### config.mk
export PLATFORM = sky130hd
export DESIGN_NAME = snes_gamepad_reader
export DESIGN_NICKNAME = d
export VERILOG_FILES = /design/src/rtl/gamepad_pkg.sv /design/src/rtl/sync_2ff.sv /design/src/rtl/snes_gamepad_reader.sv
export SDC_FILE = /design/constraint.sdc
export NUM_CORES = 1
export LEC_CHECK = 0
export ABC_CLOCK_PERIOD_IN_PS = 5950
export CAP_MARGIN = 20
export CORE_UTILIZATION = 25
export CTS_CLUSTER_SIZE = 25
export DETAILED_ROUTE_END_ITERATION = 6
export PLACE_DENSITY_LB_ADDON = 0.25
export SLEW_MARGIN = 20
export SYNTH_ARGS = -nofsm -noshare
export SYNTH_HDL_FRONTEND = slang
export SYNTH_SLANG_ARGS = --single-unit
export TNS_END_PERCENT = 30
### constraint.sdc
create_clock -name clock -period 5.95 [get_ports clock]
set_clock_uncertainty 0.05 [all_clocks]
set_input_delay 0.595 -clock clock [delete_from_list [all_inputs] [get_ports clock]]
set_output_delay 0.595 -clock clock [all_outputs]
set_load 0.02 [all_outputs]
### src/rtl/gamepad_pkg.sv
// Shared definitions for the SNES controller front end.
// Button index map, button-bus width and the reader FSM state encoding.
// No logic; imported by the reader and by any consumer of the button bus.
package gamepad_pkg;

  localparam int N_BUTTONS = 12;

  // Serial bit k of the pad stream lands on button bus bit k.
  localparam int BTN_B      = 0;
  localparam int BTN_Y      = 1;
  localparam int BTN_SELECT = 2;
  localparam int BTN_START  = 3;
  localparam int BTN_UP     = 4;
  localparam int BTN_DOWN   = 5;
  localparam int BTN_LEFT   = 6;
  localparam int BTN_RIGHT  = 7;
  localparam int BTN_A      = 8;
  localparam int BTN_X      = 9;
  localparam int BTN_L      = 10;
  localparam int BTN_R      = 11;

  typedef enum logic [2:0] {
    IDLE   = 3'd0,
    LATCH  = 3'd1,
    SETTLE = 3'd2,
    LOW    = 3'd3,
    HIGH   = 3'd4,
    DONE   = 3'd5
  } state_e;

endpackage

### src/rtl/sync_2ff.sv
// Two-flop synchronizer for a single asynchronous input bit.
// Latency: 2 clocks from input to q_o.
// No backpressure; free-running.
module sync_2ff (
  input  logic clk_i,
  input  logic rst_i,
  input  logic d_i,
  output logic q_o
);

  logic meta_q;
  logic sync_q;

  // Two back-to-back flops resolve metastability on the pad line.
  always_ff @(posedge clk_i or posedge rst_i) begin
    if (rst_i) begin
      meta_q <= 1'b0;
      sync_q <= 1'b0;
    end else begin
      meta_q <= d_i;
      sync_q <= meta_q;
    end
  end

  assign q_o = sync_q;

endmodule

### src/rtl/snes_gamepad_reader.sv
// Once-per-frame SNES pad reader: latch, clock out serial stream, publish buttons + new presses.
// Latency: sample_valid rises (3+2*(SHIFT_BITS-1))*CLK_DIV+1 clocks after LATCH entry.
// No backpressure; v_sync edges arriving mid-read are dropped, not queued.
module snes_gamepad_reader #(
  parameter int CLK_DIV    = 300,
  parameter int SHIFT_BITS = 16,
  parameter int N_BUTTONS  = gamepad_pkg::N_BUTTONS
) (
  input  logic                 clock,
  input  logic                 reset,
  input  logic                 v_sync,
  input  logic                 pad_data,
  output logic                 pad_latch,
  output logic                 pad_clk,
  output logic [N_BUTTONS-1:0] gamepad_input,
  output logic [N_BUTTONS-1:0] new_press,
  output logic                 sample_valid
);
  import gamepad_pkg::*;

  localparam int TMR_W = (2 * CLK_DIV > 1) ? $clog2(2 * CLK_DIV) : 1;
  localparam int IDX_W = (SHIFT_BITS > 1) ? $clog2(SHIFT_BITS) : 1;
  localparam logic [TMR_W-1:0] T_LATCH  = TMR_W'(2 * CLK_DIV - 1);
  localparam logic [TMR_W-1:0] T_PHASE  = TMR_W'(CLK_DIV - 1);
  localparam logic [IDX_W-1:0] IDX_LAST = IDX_W'(SHIFT_BITS - 1);

  state_e               state_q, state_d;
  logic [TMR_W-1:0]     timer_q, timer_d;
  logic [IDX_W-1:0]     idx_q, idx_d;
  logic [N_BUTTONS-1:0] shift_q, shift_d;
  logic                 v_sync_q;
  logic                 pad_latch_q, pad_latch_d;
  logic                 pad_clk_q, pad_clk_d;
  logic [N_BUTTONS-1:0] btn_q, press_q;
  logic                 valid_q;
  logic                 pad_sync;
  logic                 start;
  logic                 cap_vld;
  logic [IDX_W-1:0]     cap_idx;
  // A sample point is the pin value at the end of a phase. The synchronized copy of
  // that value appears two clocks later, so the bit index rides a 2-deep pipe to meet it.
  // Bits above N_BUTTONS are never stored, which keeps the pipe drained before DONE
  // as long as SHIFT_BITS > N_BUTTONS.
  logic                 pend1_vld_q, pend2_vld_q;
  logic [IDX_W-1:0]     pend1_idx_q, pend2_idx_q;

  sync_2ff u_pad_sync (
    .clk_i (clock),
    .rst_i (reset),
    .d_i   (pad_data),
    .q_o   (pad_sync)
  );

  assign start = (state_q == IDLE) && v_sync && !v_sync_q;

  // Sequencer: phase timing, bit index and sample points.
  always_comb begin
    state_d = state_q;
    timer_d = timer_q + TMR_W'(1);
    idx_d   = idx_q;
    cap_vld = 1'b0;
    cap_idx = idx_q;
    case (state_q)
      IDLE: begin
        timer_d = '0;
        if (start) state_d = LATCH;
      end
      LATCH: begin
        if (timer_q == T_LATCH) begin
          state_d = SETTLE;
          timer_d = '0;
        end
      end
      SETTLE: begin
        if (timer_q == T_PHASE) begin
          cap_vld = 1'b1;
          cap_idx = '0;
          idx_d   = IDX_W'(1);
          state_d = LOW;
          timer_d = '0;
        end
      end
      LOW: begin
        if (timer_q == T_PHASE) begin
          state_d = HIGH;
          timer_d = '0;
        end
      end
      HIGH: begin
        if (timer_q == T_PHASE) begin
          cap_vld = 1'b1;
          timer_d = '0;
          if (idx_q == IDX_LAST) begin
            state_d = DONE;
          end else begin
            idx_d   = idx_q + IDX_W'(1);
            state_d = LOW;
          end
        end
      end
      DONE: begin
        state_d = IDLE;
        timer_d = '0;
      end
      default: begin
        state_d = IDLE;
        timer_d = '0;
      end
    endcase
  end

  // Pad strobes registered from next state so they stay glitch-free and track state_q.
  always_comb begin
    pad_latch_d = (state_d == LATCH);
    pad_clk_d   = (state_d != LOW);
  end

  // Shift register: cleared at start, written with the inverted (active-high) bit.
  always_comb begin
    shift_d = shift_q;
    if (start) begin
      shift_d = '0;
    end else if (pend2_vld_q) begin
      for (int b = 0; b < N_BUTTONS; b++) begin
        if (int'(pend2_idx_q) == b) shift_d[b] = ~pad_sync;
      end
    end
  end

  // State, counters, sample pipe and published outputs.
  always_ff @(posedge clock or posedge reset) begin
    if (reset) begin
      state_q     <= IDLE;
      timer_q     <= '0;
      idx_q       <= '0;
      shift_q     <= '0;
      v_sync_q    <= 1'b0;
      pad_latch_q <= 1'b0;
      pad_clk_q   <= 1'b1;
      btn_q       <= '0;
      press_q     <= '0;
      valid_q     <= 1'b0;
      pend1_vld_q <= 1'b0;
      pend1_idx_q <= '0;
      pend2_vld_q <= 1'b0;
      pend2_idx_q <= '0;
    end else begin
      state_q     <= state_d;
      timer_q     <= timer_d;
      idx_q       <= idx_d;
      shift_q     <= shift_d;
      v_sync_q    <= v_sync;
      pad_latch_q <= pad_latch_d;
      pad_clk_q   <= pad_clk_d;
      pend1_vld_q <= cap_vld;
      pend1_idx_q <= cap_idx;
      pend2_vld_q <= pend1_vld_q;
      pend2_idx_q <= pend1_idx_q;
      valid_q     <= (state_q == DONE);
      if (state_q == DONE) begin
        btn_q   <= shift_q;
        press_q <= shift_q & ~btn_q;
      end
    end
  end

  assign pad_latch     = pad_latch_q;
  assign pad_clk       = pad_clk_q;
  assign gamepad_input = btn_q;
  assign new_press     = press_q;
  assign sample_valid  = valid_q;

endmodule
=== After elaboration in Yosys (flattened, before gate mapping) ===
Cells that the tools add are included.

* Word-level logic and storage cells: 122
* Register bits: 69
* Input bits: 4
* Output and inout port bits: 27

* Muxes and demuxes: 32
* Eq/ne operators: 24
* Reduce and logical (&&, ||, !) cells: 34
* Add/subtract/negate cells: 2
* Bitwise logic cells: 3

{| class="wikitable"
|+ Operators with widths
! kind !! number
|-
| $eq 4x4->1 const B || 9
|-
| $reduce_bool 2->1 || 14
|-
| $mux 12 || 2
|-
| $reduce_and 2->1 || 12
|-
| $mux 10 || 2
|-
| $mux 4 || 5
|-
| $pmux 10 s2 || 1
|-
| $mux 3 || 6
|-
| $pmux 3 s5 || 1
|-
| $mux 1 || 14
|-
| $and 12x12->12 || 1
|-
| $not 12->12 || 1
|-
| $add 10x1->10 const B || 1
|-
| $eq 10x10->1 const B || 1
|-
| $eq 10x9->1 const B || 1
|-
| $eq 4x3->1 const B || 2
|-
| $pmux 4 s2 || 1
|-
| $eq 3x1->1 const B || 2
|-
| $eq 3x2->1 const B || 2
|-
| $eq 3x3->1 const B || 2
|-
| $ne 2x2->1 const B || 3
|-
| $add 4x1->4 const B || 1
|-
| $eq 4x2->1 const B || 1
|-
| $logic_not 4->1 || 1
|-
| other kinds (8) || 9
|}

=== Depth between registers and ports, before layout ===
* Word-level depth: 6
* Gate-level depth with buffers: 7

=== Modules after synthesis ===
A second synthesis with hierarchy kept.

* Cell total of the unflattened synthesis: 278
* Area, all modules: 3039.2 µm²

{| class="wikitable"
|+ Modules (own cells, without submodules)
! module !! times used !! cells each !! area an instance (µm²)
|-
| snes_gamepad_reader || 1 || 275 || 2985.4
|-
| sync_2ff || 1 || 3 || 53.8
|}

=== Worst setup path after synthesis ===
Ideal clock, no wire load.

* Path kind: reg2reg
* From: register timer_q[2]
* To: register pad_latch_q (netlist: pad_latch)
* Arrival time: 1741 ps
* Required time: 5772 ps
* Period minus slack after synthesis: 1919 ps
* Buffers on the path: 1
* Setup slack: 4031 ps
* Library setup time: 128 ps
* Cell stages (with the launch flop): 6
* Cell sequence: dfrtp_1 or4_4 or3_1 buf_6 o31ai_4 nor3b_1

* Cells in the longest elaborated chain, start to end: 4
* Elaborated cells on any way between the ends: 8
* Classes of those cells: 3 x eq/ne; 5 x mux

{| class="wikitable"
|+ Ends and longest elaborated chain
! what !! line !! text
|-
| start, declared || snes_gamepad_reader.sv:28 || <nowiki>logic [TMR_W-1:0] timer_q, timer_d;</nowiki>
|-
| start signal, assigned || snes_gamepad_reader.sv:149 || <nowiki>timer_q <= timer_d;</nowiki>
|-
| $eq 10x9->1 / $eq 10x10->1 (equally long branches) || -- ||
|-
| $mux 3, on equally long branches || -- ||
|-
| $pmux 3 s5 (*) || snes_gamepad_reader.sv:63 || <nowiki>case (state_q)</nowiki>
|-
| named net state_d[2] || snes_gamepad_reader.sv:27 || <nowiki>state_e state_q, state_d;</nowiki>
|-
| $eq 3x1->1 (*) || snes_gamepad_reader.sv:114 || <nowiki>pad_latch_d = (state_d == LATCH);</nowiki>
|-
| named net pad_latch_d || snes_gamepad_reader.sv:32 || <nowiki>logic pad_latch_q, pad_latch_d;</nowiki>
|-
| end signal, assigned || snes_gamepad_reader.sv:153 || <nowiki>pad_latch_q <= pad_latch_d;</nowiki>
|-
| end, declared || snes_gamepad_reader.sv:32 ||
|}

Mark *: on every way through the listed nets, which the timed path passes. The rest lies on a longest branch.
A chain may end at the register's enable or synchronous reset.

=== Final worst setup path ===
* From: register timer_q[2]
* To: register timer_q[3]

* Cells in the longest elaborated chain, start to end: 3
* Elaborated cells on any way between the ends: 6
* Classes of those cells: 1 x add/sub; 2 x eq/ne; 3 x mux

{| class="wikitable"
|+ Ends and longest elaborated chain
! what !! line !! text
|-
| $add 10x1->10, or another cell as far along || snes_gamepad_reader.sv:59 || <nowiki>timer_d = timer_q + TMR_W'(1);</nowiki>
|-
| $mux 10, on equally long branches || -- ||
|-
| $pmux 10 s2 (*) || snes_gamepad_reader.sv:63 ||
|-
| named net timer_d[3] || snes_gamepad_reader.sv:28 ||
|}

Marked as above.

==> impl_results.md <==
* Via/cell ratio at 4.29
* Worst-case clock buffer depth at 2
* Clk slew on worst S/H paths at ~0.060 ns
* CP Depth at 4
* Syn_area_per_cell at 11.4 µm²
* Worst Tran Pin Value at between 0.8 and 0.9 ns
* Post-DP HPWL at roughly 3.4 mm
* First-pass GRT wire length at 8.69 mm
* Root Driver: clkbuf_16
* Chip width at approximately 110 µm
* DP Area at between 3000 and 4000 µm²
* #FFs+latches synth at 69
* Clock latency on the worst-skew pair at between 0.3 and 0.4 ns
* CTS tree: done
* Syn nets at between 200 and 300
* Avg WL per Cell at 11.5 µm
* Layout area overhead at 27.5%
* RSZ-0062 raised after global routing: no
* Pwr Total at 1.23 mW
* Cells after Synth at between 200 and 300
* Setup crit end kind: flop
* Warnings from Yosys at 0
* Unique masters post-synth at 44
* Slowest library cell on the worst path: or4_4
* Critical path peak fanout at 10
* Setup-failing EPs final at 0
* Post CTS Setup Buffer Count at 0
* Post-synth EDFFs at 0
* Placed insts at ~420
* CTS Buf Count at 9
* Maximum vdd drop at 114 µV
* Max cap viols at 0
* Slowest stage delay, CP at approximately 0.6 ns
* Fmax at ~0.47 GHz
* Primary FF master, synth: dfrtp_1
* Initial DRC count at about 120
* Period minus WS final at 2.14 ns
* Sequential-to-total area share from yosys stat at approximately three fifths
* Reg power frac at between 40 and 50%
* Die Footprint at approximately 12000 µm²
* CP delay by family, top: simple AND/OR/NAND/NOR gates
* Power Density at between 300 and 400 nW/µm²
* Gr usage total at under 10%
* H-tree depth at 3
* Maximum number of pins on one net before global-route repair at 70
* WL final at 5.06 mm
* Final period utilization at between 30% and 40%
* # rows at 39
* Asr flop ratio synth at 100%
* Switch Pwr at between 200 and 300 µW
* Required @ worst endpoint at just over 6 ns
* Post-CTS Resized at 0
* Diode count at 0
* Hold_ws at between 0.2 and 0.3 ns
* Hold Path Class: reg -> reg
* Number of global-route vias before repair at approximately 1900
* Crit path cell chain: or4_4, or3_1, a21oi_4, nor2_1
* R2R setup slack at approximately 3.8 ns
* Worst Hold Path Cells at 0
* Final Wtd Congestion at between 0.7 and 0.8
* TritonRoute pass-1 iters at 4
* Combinational share of power at under 10%
* Nets@finish at between 200 and 300
* Via count at between 1500 and 2000
* Leak pwr at 1.55 nW
* Fin. max-slew vios at 0
* Post-route ant nets at 0
* Critical path class: reg -> reg
* Cell area after synthesis at between 2000 and 3000 µm²
* Status: completed
* PortBufs at 30
* Core area at about 11000 µm²
* Starting Density at between 20% and 30%
* Initial antenna violation count at 0
* Sw frac at 22.6%
* Final Non-Filler Cells at about 440
* Detailed-route DRC error count at 0
* # clock sinks at 69
* Critical Path Start Type: flop
* CP bufs+invs at 0
* Io pins at 31
* Die Y-Extent at about 110 µm
* Internal Dissipation at 948 µW
* Design area at roughly 3700 µm²
* Headroom to the max-slew limit at 42.1%
* Gr ovfl total at 0
* Worst R2R Path Depth at 4
* # hold bufs at CTS at 0
* Share of post-route cells with drive strength above 1 at 14.9%
* Total negative slack at 0 ns
* Crit path DAT at 2.29 ns
* Hold Vio Cnt, Final at 0
* Clk pwr share at ~50%
==> metrics by stage <==
stage                     utilization [%]  setup slack, ns
after floorplan                         -             3.57
after global placement               29.6             3.40
after detailed placement             29.6             3.35
after CTS                            32.6             3.70
after global routing                 32.7             3.66
final                                32.7             3.81
==> state kept, by name (all words and copies together), names as in the netlist <==
| register | cells |
|---|---|
| pend1_vld_q | 1 |
| pend2_idx_q | 4 |
| state_q | 3 |
| pad_latch | 1 |
| pend2_vld_q | 1 |
| shift_q | 12 |
| sample_valid | 1 |
| idx_q | 4 |
| u_pad_sync.q_o | 1 |
| u_pad_sync.meta_q | 1 |
| timer_q | 10 |
| v_sync_q | 1 |
| gamepad_input | 12 |
| pad_clk | 1 |
| new_press | 12 |
| pend1_idx_q | 4 |
==> cell families after synthesis <==
group | share of synthesized area (%)
buffers and inverters | 1.89
DFF | 59.3
muxes | 4.64
xor gates and xnor gates | 2.71
adders and majority gates | 0.859
and+or+nand+nor | 19.3
AOI/OAI and AO/OA | 11.3
==> final timing paths <==
kind	startpoint	endpoint
worst max-delay path	timer_q[2]	timer_q[3]
worst min-delay path	pend1_vld_q	pend2_vld_q
worst max register to register	timer_q[2]	timer_q[3]
worst min register to register	pend1_vld_q	pend2_vld_q
max in group asynchronous	reset	timer_q[3]
min in group asynchronous	reset	u_pad_sync.meta_q
==> placed cells by master, fill, tap and decap left out, types with 2 or more instances in the layout <==
master           Yosys  final
dfrtp_1             68     68
nor2_1              33     33
clkdlybuf4s50_1      0     30
nand2b_1            18     18
nand2_1             18     18
o21ai_0             17     17
a211oi_1            13     13
mux2_2              12     12
clkbuf_16            0      9
nand3_1              7      7
xnor2_1              7      7
nor3_1               6      6
inv_1                4      3
a31oi_1              3      3
nor2b_1              3      3
and2_1               3      3
nand3b_1             3      3
bufinv_16            0      3
nor3_2               2      2
nor3b_1              2      2
and3_1               2      2
or3b_2               2      2
xor2_1               2      2
ha_1                 2      2
==> worst register-to-register path, delay by kind of cell, from the launching register on <==
| kind | cells | cell delay (ns) |
|---|---|---|
| AO/OA/AOI/OAI | 1 | 0.34 |
| AND/OR/NAND/NOR | 3 | 1.19 |
| flip-flops | 1 | 0.44 |
==> power by group through the flow <==
stage / Combinational (mW) / Clock, mW / Sequential (mW)
3_5_place_dp: 0.0913 / 0 / 0.537
3_3_place_gp: 0.0907 / 0 / 0.536
6_report: 0.0903 / 0.607 / 0.528
2_1_floorplan: 0.0752 / 0 / 0.527
4_1_cts: 0.0923 / 0.625 / 0.529
5_1_grt: 0.101 / 0.651 / 0.534
==> synthesized netlist by cell type (2+ instances only) <==
cell type | number | area [µm²]
buf_2 | 2 | 10.0
o21ai_0 | 17 | 85.1
a211oi_1 | 13 | 97.6
and3_1 | 2 | 12.5
nor3_1 | 6 | 30.0
a31oi_1 | 3 | 18.8
clkbuf_1 | 5 | 18.8
mux2_2 | 12 | 135
dfrtp_1 | 68 | 1700
nand2b_1 | 18 | 113
nor3_2 | 2 | 20.0
nor3b_1 | 2 | 15.0
nor4_1 | 2 | 12.5
xnor2_1 | 7 | 61.3
nand3_1 | 7 | 35.0
and2_1 | 3 | 18.8
or3b_2 | 2 | 17.5
ha_1 | 2 | 25.0
inv_1 | 4 | 15.0
nor2_1 | 33 | 124
nand2_1 | 18 | 67.6
nand3b_1 | 3 | 22.5
xor2_1 | 2 | 17.5
nor2b_1 | 3 | 18.8
==> cell type report <==
type                    instances  area (µm²)
repair buffers                 31         308
well taps                     143         179
clock buffers                  10         229
clock inverters                 6         111
inverters                       4        15.0
multi-input cells             175        1150
fillers                      1154        7650
flip-flops and latches         69        1730
==> metal layers <==
layer	part of all wire, %	up-vias	GRT usage (%)
met5	0	-	0
met4	1.4	0	4.29
met3	4.5	5	4.27
met2	48	33	15.7
met1	46	874	11.0
li1	-	965	-
Power figures use the tool's default switching activity.
